[src/rtl/dff_serial_tx.sv]
// Parallel-in, serial-out transmitter driving the D and clock inputs of a
// downstream flip-flop chain; the bit clock rises mid-bit so sampled data is stable.
module dff_serial_tx #(
  parameter int WIDTH     = 8,
  parameter int DIV       = 2,
  parameter int LSB_FIRST = 0
) (
  input  logic             input_clock1_1,
  input  logic             input_reset_2,
  input  logic             input_load_valid_3,
  input  logic [WIDTH-1:0] input_load_data_4,
  output logic             output_load_ready_5,
  output logic             output_serial_data_6,
  output logic             output_serial_clock_7,
  output logic             output_frame_8,
  output logic             output_done_9
);

  localparam int CW = $clog2(DIV);
  localparam int BW = $clog2(WIDTH);

  typedef enum logic [1:0] {
    IDLE  = 2'd0,
    SHIFT = 2'd1,
    DONE  = 2'd2
  } state_e;

  state_e           state_q, state_d;
  logic [WIDTH-1:0] shift_q, shift_d;
  logic [BW-1:0]    bit_cnt_q, bit_cnt_d;
  logic [CW-1:0]    div_cnt_q, div_cnt_d;
  logic             ser_data_q, ser_data_d;
  logic             ser_clk_q, ser_clk_d;
  logic             frame_q, frame_d;
  logic             done_q, done_d;

  function automatic logic head_bit(input logic [WIDTH-1:0] w);
    return (LSB_FIRST != 0) ? w[0] : w[WIDTH-1];
  endfunction

  function automatic logic [WIDTH-1:0] advance(input logic [WIDTH-1:0] w);
    return (LSB_FIRST != 0) ? {1'b0, w[WIDTH-1:1]} : {w[WIDTH-2:0], 1'b0};
  endfunction

  // Next-state logic; outputs are derived from the next state so they can be registered.
  always_comb begin
    state_d   = state_q;
    shift_d   = shift_q;
    bit_cnt_d = bit_cnt_q;
    div_cnt_d = div_cnt_q;
    case (state_q)
      IDLE: begin
        if (input_load_valid_3) begin
          shift_d   = input_load_data_4;
          bit_cnt_d = BW'(WIDTH - 1);
          div_cnt_d = {CW{1'b0}};
          state_d   = SHIFT;
        end else begin
          state_d   = IDLE;
        end
      end
      SHIFT: begin
        if (div_cnt_q == CW'(DIV - 1)) begin
          div_cnt_d = {CW{1'b0}};
          if (bit_cnt_q != {BW{1'b0}}) begin
            shift_d   = advance(shift_q);
            bit_cnt_d = bit_cnt_q - BW'(1);
          end else begin
            state_d   = DONE;
          end
        end else begin
          div_cnt_d = div_cnt_q + CW'(1);
        end
      end
      DONE:    state_d = IDLE;
      default: state_d = IDLE;
    endcase

    frame_d    = (state_d == SHIFT);
    ser_clk_d  = (state_d == SHIFT) && (div_cnt_d >= CW'(DIV / 2));
    ser_data_d = (state_d == SHIFT) ? head_bit(shift_d) : 1'b0;
    done_d     = (state_d == DONE);
  end

  // State and registered outputs with synchronous reset.
  always_ff @(posedge input_clock1_1) begin
    if (input_reset_2) begin
      state_q    <= IDLE;
      shift_q    <= {WIDTH{1'b0}};
      bit_cnt_q  <= {BW{1'b0}};
      div_cnt_q  <= {CW{1'b0}};
      ser_data_q <= 1'b0;
      ser_clk_q  <= 1'b0;
      frame_q    <= 1'b0;
      done_q     <= 1'b0;
    end else begin
      state_q    <= state_d;
      shift_q    <= shift_d;
      bit_cnt_q  <= bit_cnt_d;
      div_cnt_q  <= div_cnt_d;
      ser_data_q <= ser_data_d;
      ser_clk_q  <= ser_clk_d;
      frame_q    <= frame_d;
      done_q     <= done_d;
    end
  end

  assign output_load_ready_5   = (state_q == IDLE);
  assign output_serial_data_6  = ser_data_q;
  assign output_serial_clock_7 = ser_clk_q;
  assign output_frame_8        = frame_q;
  assign output_done_9         = done_q;

endmodule

[config.mk]
export PLATFORM = sky130hd
export DESIGN_NAME = dff_serial_tx
export DESIGN_NICKNAME = d
export VERILOG_FILES = /design/src/rtl/dff_serial_tx.sv
export SDC_FILE = /design/constraint.sdc
export NUM_CORES = 1
export LEC_CHECK = 0
export ABC_AREA = 1
export BUFFER_PORTS_ARGS = -buffer_cell sky130_fd_sc_hd__buf_2
export CAP_MARGIN = 20
export CORE_ASPECT_RATIO = 0.9
export CORE_MARGIN = 10
export CORE_UTILIZATION = 47
export DETAILED_ROUTE_END_ITERATION = 8
export PLACE_DENSITY = 0.72
export SLEW_MARGIN = 20
export SYNTH_ARGS = -nofsm -noshare
export SYNTH_HDL_FRONTEND = slang
export SYNTH_SLANG_ARGS = --single-unit
[constraint.sdc]
create_clock -name input_clock1_1 -period 1.2 [get_ports input_clock1_1]
set_input_delay 0.24 -clock input_clock1_1 [delete_from_list [all_inputs] [get_ports input_clock1_1]]
set_output_delay 0.24 -clock input_clock1_1 [all_outputs]
set_load 0.01 [all_outputs]
* Word-level counts from Yosys, hierarchy flattened
Index checks and enable logic that the tools add are counted.
** Storage, ports and cells
- Bits in registers :: 18
- Input port bits :: 11
- Word-level logic and storage cells :: 40
** Operators by class
- Add/sub/neg operators :: 2
- Magnitude comparators :: 1
- Eq/ne operators :: 6
- Muxes and demuxes :: 15
- Bitwise gates (word level) :: 1
- Reductions and logical operators :: 6
** Operators with widths (count)
- 2-to-1 mux 8 bit :: 3
- one-hot mux 8 bit (2 select lines) :: 1
- 2-to-1 mux 3 bit :: 3
- != test 2 bit, second input constant :: 3
- one-hot mux 3 bit (2 select lines) :: 1
- equality test 2 x 1 -> 1 bit, second input constant :: 2
- 2-to-1 mux 2 bit :: 2
- one-hot mux 2 bit (2 select lines) :: 1
- AND reduction 4 bit :: 1
- 2-to-1 mux 1 bit :: 3
- nonzero test 3 bit :: 1
- subtractor 3 x 1 -> 3 bit, second input constant :: 1
- equality test 2 bit, second input constant :: 1
- logical NOT 2 bit :: 1
- one-hot mux 1 bit (2 select lines) :: 1
- nonzero test 2 bit :: 1
- OR reduction 2 bit :: 1
- adder 1 bit, second input constant :: 1
- >= comparator 1 bit, second input constant :: 1
- logical AND 1 bit :: 1
- NOT 1 bit :: 1

* Depth between registers and ports, before layout
- Word-level depth :: 7
- Gate-level depth with buffers :: 8

* Worst setup path before layout
OpenSTA, ideal clock, no wires.
- Path type :: input port to flip-flop
- From :: in bit_cnt_q[0]
- To :: reg shift_q[7]
- Setup time :: 0.129 ns
- Data arrival time :: 1.034 ns
- Data required time :: 1.071 ns
- Path slack :: 0.037 ns
- Stages :: 9
- Cells stage by stage :: dfxtp_1 > inv_1 > ha_1 > nand2_2 > buf_4 > nand4_1 > nand2_1 > nor2_2 > nor2_1
** On the way
- Longest elaborated chain between the ends :: 4
** Ends and longest elaborated chain
- start, declared :: RTL line 30 : logic [BW-1:0] bit_cnt_q, bit_cnt_d;
- nonzero test 3 bit :: RTL line 65 : if (bit_cnt_q != {BW{1'b0}}) begin
- 2-to-1 mux 8 bit :: RTL line 65
- 2-to-1 mux 8 bit :: RTL line 63 : if (div_cnt_q == CW'(DIV - 1)) begin
- one-hot mux 8 bit (2 select lines) :: RTL line 51 : case (state_q)
- end signal, assigned :: RTL line 89 : shift_q <= {WIDTH{1'b0}};
- end signal, assigned :: RTL line 98 : shift_q <= shift_d;
- end, declared :: RTL line 29 : logic [WIDTH-1:0] shift_q, shift_d;
Every way passes these cells. The select of a mux whose other input is x is not followed.
A chain may end at the register's enable or synchronous reset.

* Worst setup path in the final report
- From :: in bit_cnt_q[1]
- To :: reg shift_q[6]
** On the way
- Longest elaborated chain between the ends :: 3
** Ends and longest elaborated chain (RTL line)
- nonzero test 3 bit :: 65
- != test 2 bit (no source line)
- AND reduction 4 bit (no source line)
Every way passes these cells.

==> out/results.txt <==
TritonCTS buffer count: 3
Area delta synth->final: 33.72%
GRT Residual Overflow: 0
Via count: 841
Share of layout cells above drive strength 1: 47.18%
Yosys warns: 0
Slew Limit Fails: 0
Final WL: 2246 um
Final hold viol count: 0
CTS Hold Buffers Added: 0
Fin crit share: 102.4%
I/O Buffers: 15
Crit. End Element: register
Crit path from: bit_cnt_q[1]
Syn_nets: 128
Period minus WS final: 1229 ps
DP HPWL: 1443 um
First-pass detailed-route iteration total: 4
# fillers: 154
Vias per cell: 5.066
CTS sink count: 18
Register area share after synthesis: 41.86%
CTS tree: built
WP data arrival: 1480 ps
Most frequent cells in the layout: nor2_1, buf_2, nand2_1, dfxtp_1
ANT nets after route: 0
Initial antenna violation count: 0
DRC violations left: 0
Failing checks: negative setup slack
Slack of the critical path: -28.60 ps
Post-Syn Area: 860.8 sq um
Max Freq: 813.9 MHz
Clk slew on worst S/H paths: 110 ps
Initial DRC count: 12
Nets@finish: 156
Power density over the cells: 1226 nW/um^2
Root Driver: clkbuf_4
Critical path launch point type: register
Largest net degree at the start of global routing: 12
CP max FO: 6
Final setup viols: 2
Flops & latches, synth: 18
Hold path start: input_load_data_4[0]
RR Startpoint: bit_cnt_q[1]
Kind of critical path: register to register
Core area: 1699 sq um
Full die area: 3946 sq um
Power, Total: 1.411 mW
Leak Pwr: 0.5022 nW
Pre-CTS setup slack: -68.36 ps
Status: finished with violations
Max Root-Sink Buffers: 2
Vias in the first global route: 835
Skew final: 5.723 ps
Routed WL per cell: 13.53 um
First-pass GRT wire length: 3629 um
Max-Slew Margin vs Limit: 84.76%
# IOs: 16
Req. time, crit path: 1450 ps
Die height: 60.60 um
Post-Syn Area per Cell: 7.485 sq um
GP Congestion: 0.7892
Worst vdd ir: 908.0 uV
Number of library cell types mapped by synthesis: 26
Mapped Cells: 115
Commonest non-fill, non-tap cell in the layout: nor2_1
Max cap viols: 0
Worst-Skew Late Latency: 300 ps
Worst Tran Pin Value: 226.5 ps
FP Rows: 14
Initial Util: 50.66%
Worst hold path type: input port to register
RSZ-0062 raised after global routing: yes
GRT Resource Usage Total: 11.44%
H-tree depth: 1
Die W: 65.11 um
Antenna Cells: 0
[metal layers]
metal | routed length (um) | GRT usage (%) | vias up
li1 | - | - | 421
met1 | 959 | 12.60 | 391
met2 | 1085 | 18.96 | 27
met3 | 192 | 5.893 | 2
met4 | 8 | 3.659 | 0
met5 | 0 | 0 | -
[final timing paths]
check,to,slack (ps),depth (start not counted)
max reg2reg,shift_q[6],-30,8
min reg2reg,shift_q[0],500,2
max,shift_q[6],-30,8
min,shift_q[0],180,3
[kinds of logic (layout without fill, tap and decap cells)]
group	Yosys count	in the layout	synth area share, %
compound gates	13	13	8.721
fa+ha+maj	2	2	2.907
buf+inv	19	45	9.738
flops	18	18	41.86
simple gates	63	64	36.78
[power breakdown]
part           internal [mW]  switching, mW  leakage [nW]  total (mW)
Combinational          0.154          0.210         0.332       0.364
Clock                  0.185          0.191        0.0210       0.376
Sequential             0.642         0.0285         0.150       0.671
[what timing repair did]
action | CTS | global route
gates resized for setup | 8 | 21
endpoints found under the setup margin | 12 | 15
pin swaps | 4 | 8
cloned | 1 | 0
buffers inserted | 1 | 3
[worst max-delay path, cell delays in order (launching register included)]
cell	delay, ps
dfxtp_2	350
inv_2	50
ha_4	160
nand2_4	90
buf_6	130
nand3_1	120
o21ai_2	160
nor2_2	40
nor2_1	70
[layout make-up]
cell class / instances / area [sq um] / area share, %
clock buffers: 4 / 36.28 / 3.152
multi-input cells: 79 / 495.5 / 43.04
well taps: 24 / 30.03 / 2.609
repair buffers: 26 / 165.2 / 14.35
flip-flops and latches: 18 / 365.4 / 31.74
inverters: 15 / 58.81 / 5.109
[synthesized netlist by cell type]
library cell	n	area share, %
nor2_1	21	9.2
dfxtp_1	18	42
nand2_1	14	6.1
nand3_1	12	7.0
inv_1	10	4.4
a21oi_1	5	2.9
inv_2	5	2.2
nand2_2	3	2.2
nand3b_1	3	2.6
nor2_2	3	2.2
o21ai_0	3	1.7
ha_1	2	2.9
nor4_1	2	1.5
o21ai_1	2	1.2
a211oi_1	1	0.87
a21oi_2	1	1.0
buf_2	1	0.58
buf_4	1	0.87
buf_6	1	1.3
clkbuf_1	1	0.44
nand2_4	1	1.3
nand3_4	1	2.0
nand4_1	1	0.73
nor2_4	1	1.3
o21ai_2	1	1.0
or2_2	1	0.73
[through the flow]
stage / instance area [sq um] / utilization [%] / TNS, ps / hold slack, ps / instances
floorplan: 860.8 / - / 0 / 387.5 / 115
global placement: 991.0 / 58.32 / -60.22 / 484.2 / 157
detailed placement: 991.0 / 58.32 / -314.3 / 484.3 / 157
CTS: 1060 / 62.37 / -2.214 / 174.9 / 163
global route: 1151 / 67.75 / -602.1 / 185.1 / 166
finish: 1151 / 67.75 / -41.78 / 181.9 / 166
[flip-flops by register name, indices dropped and copies added, names as in the netlist]
signal and flops:
state_q 2, bit_cnt_q 3, div_cnt_q 1, output_done_9 1, shift_q 8, output_serial_clock_7 1, output_serial_data_6 1, output_frame_8 1
(Power assumes the default switching activity.)
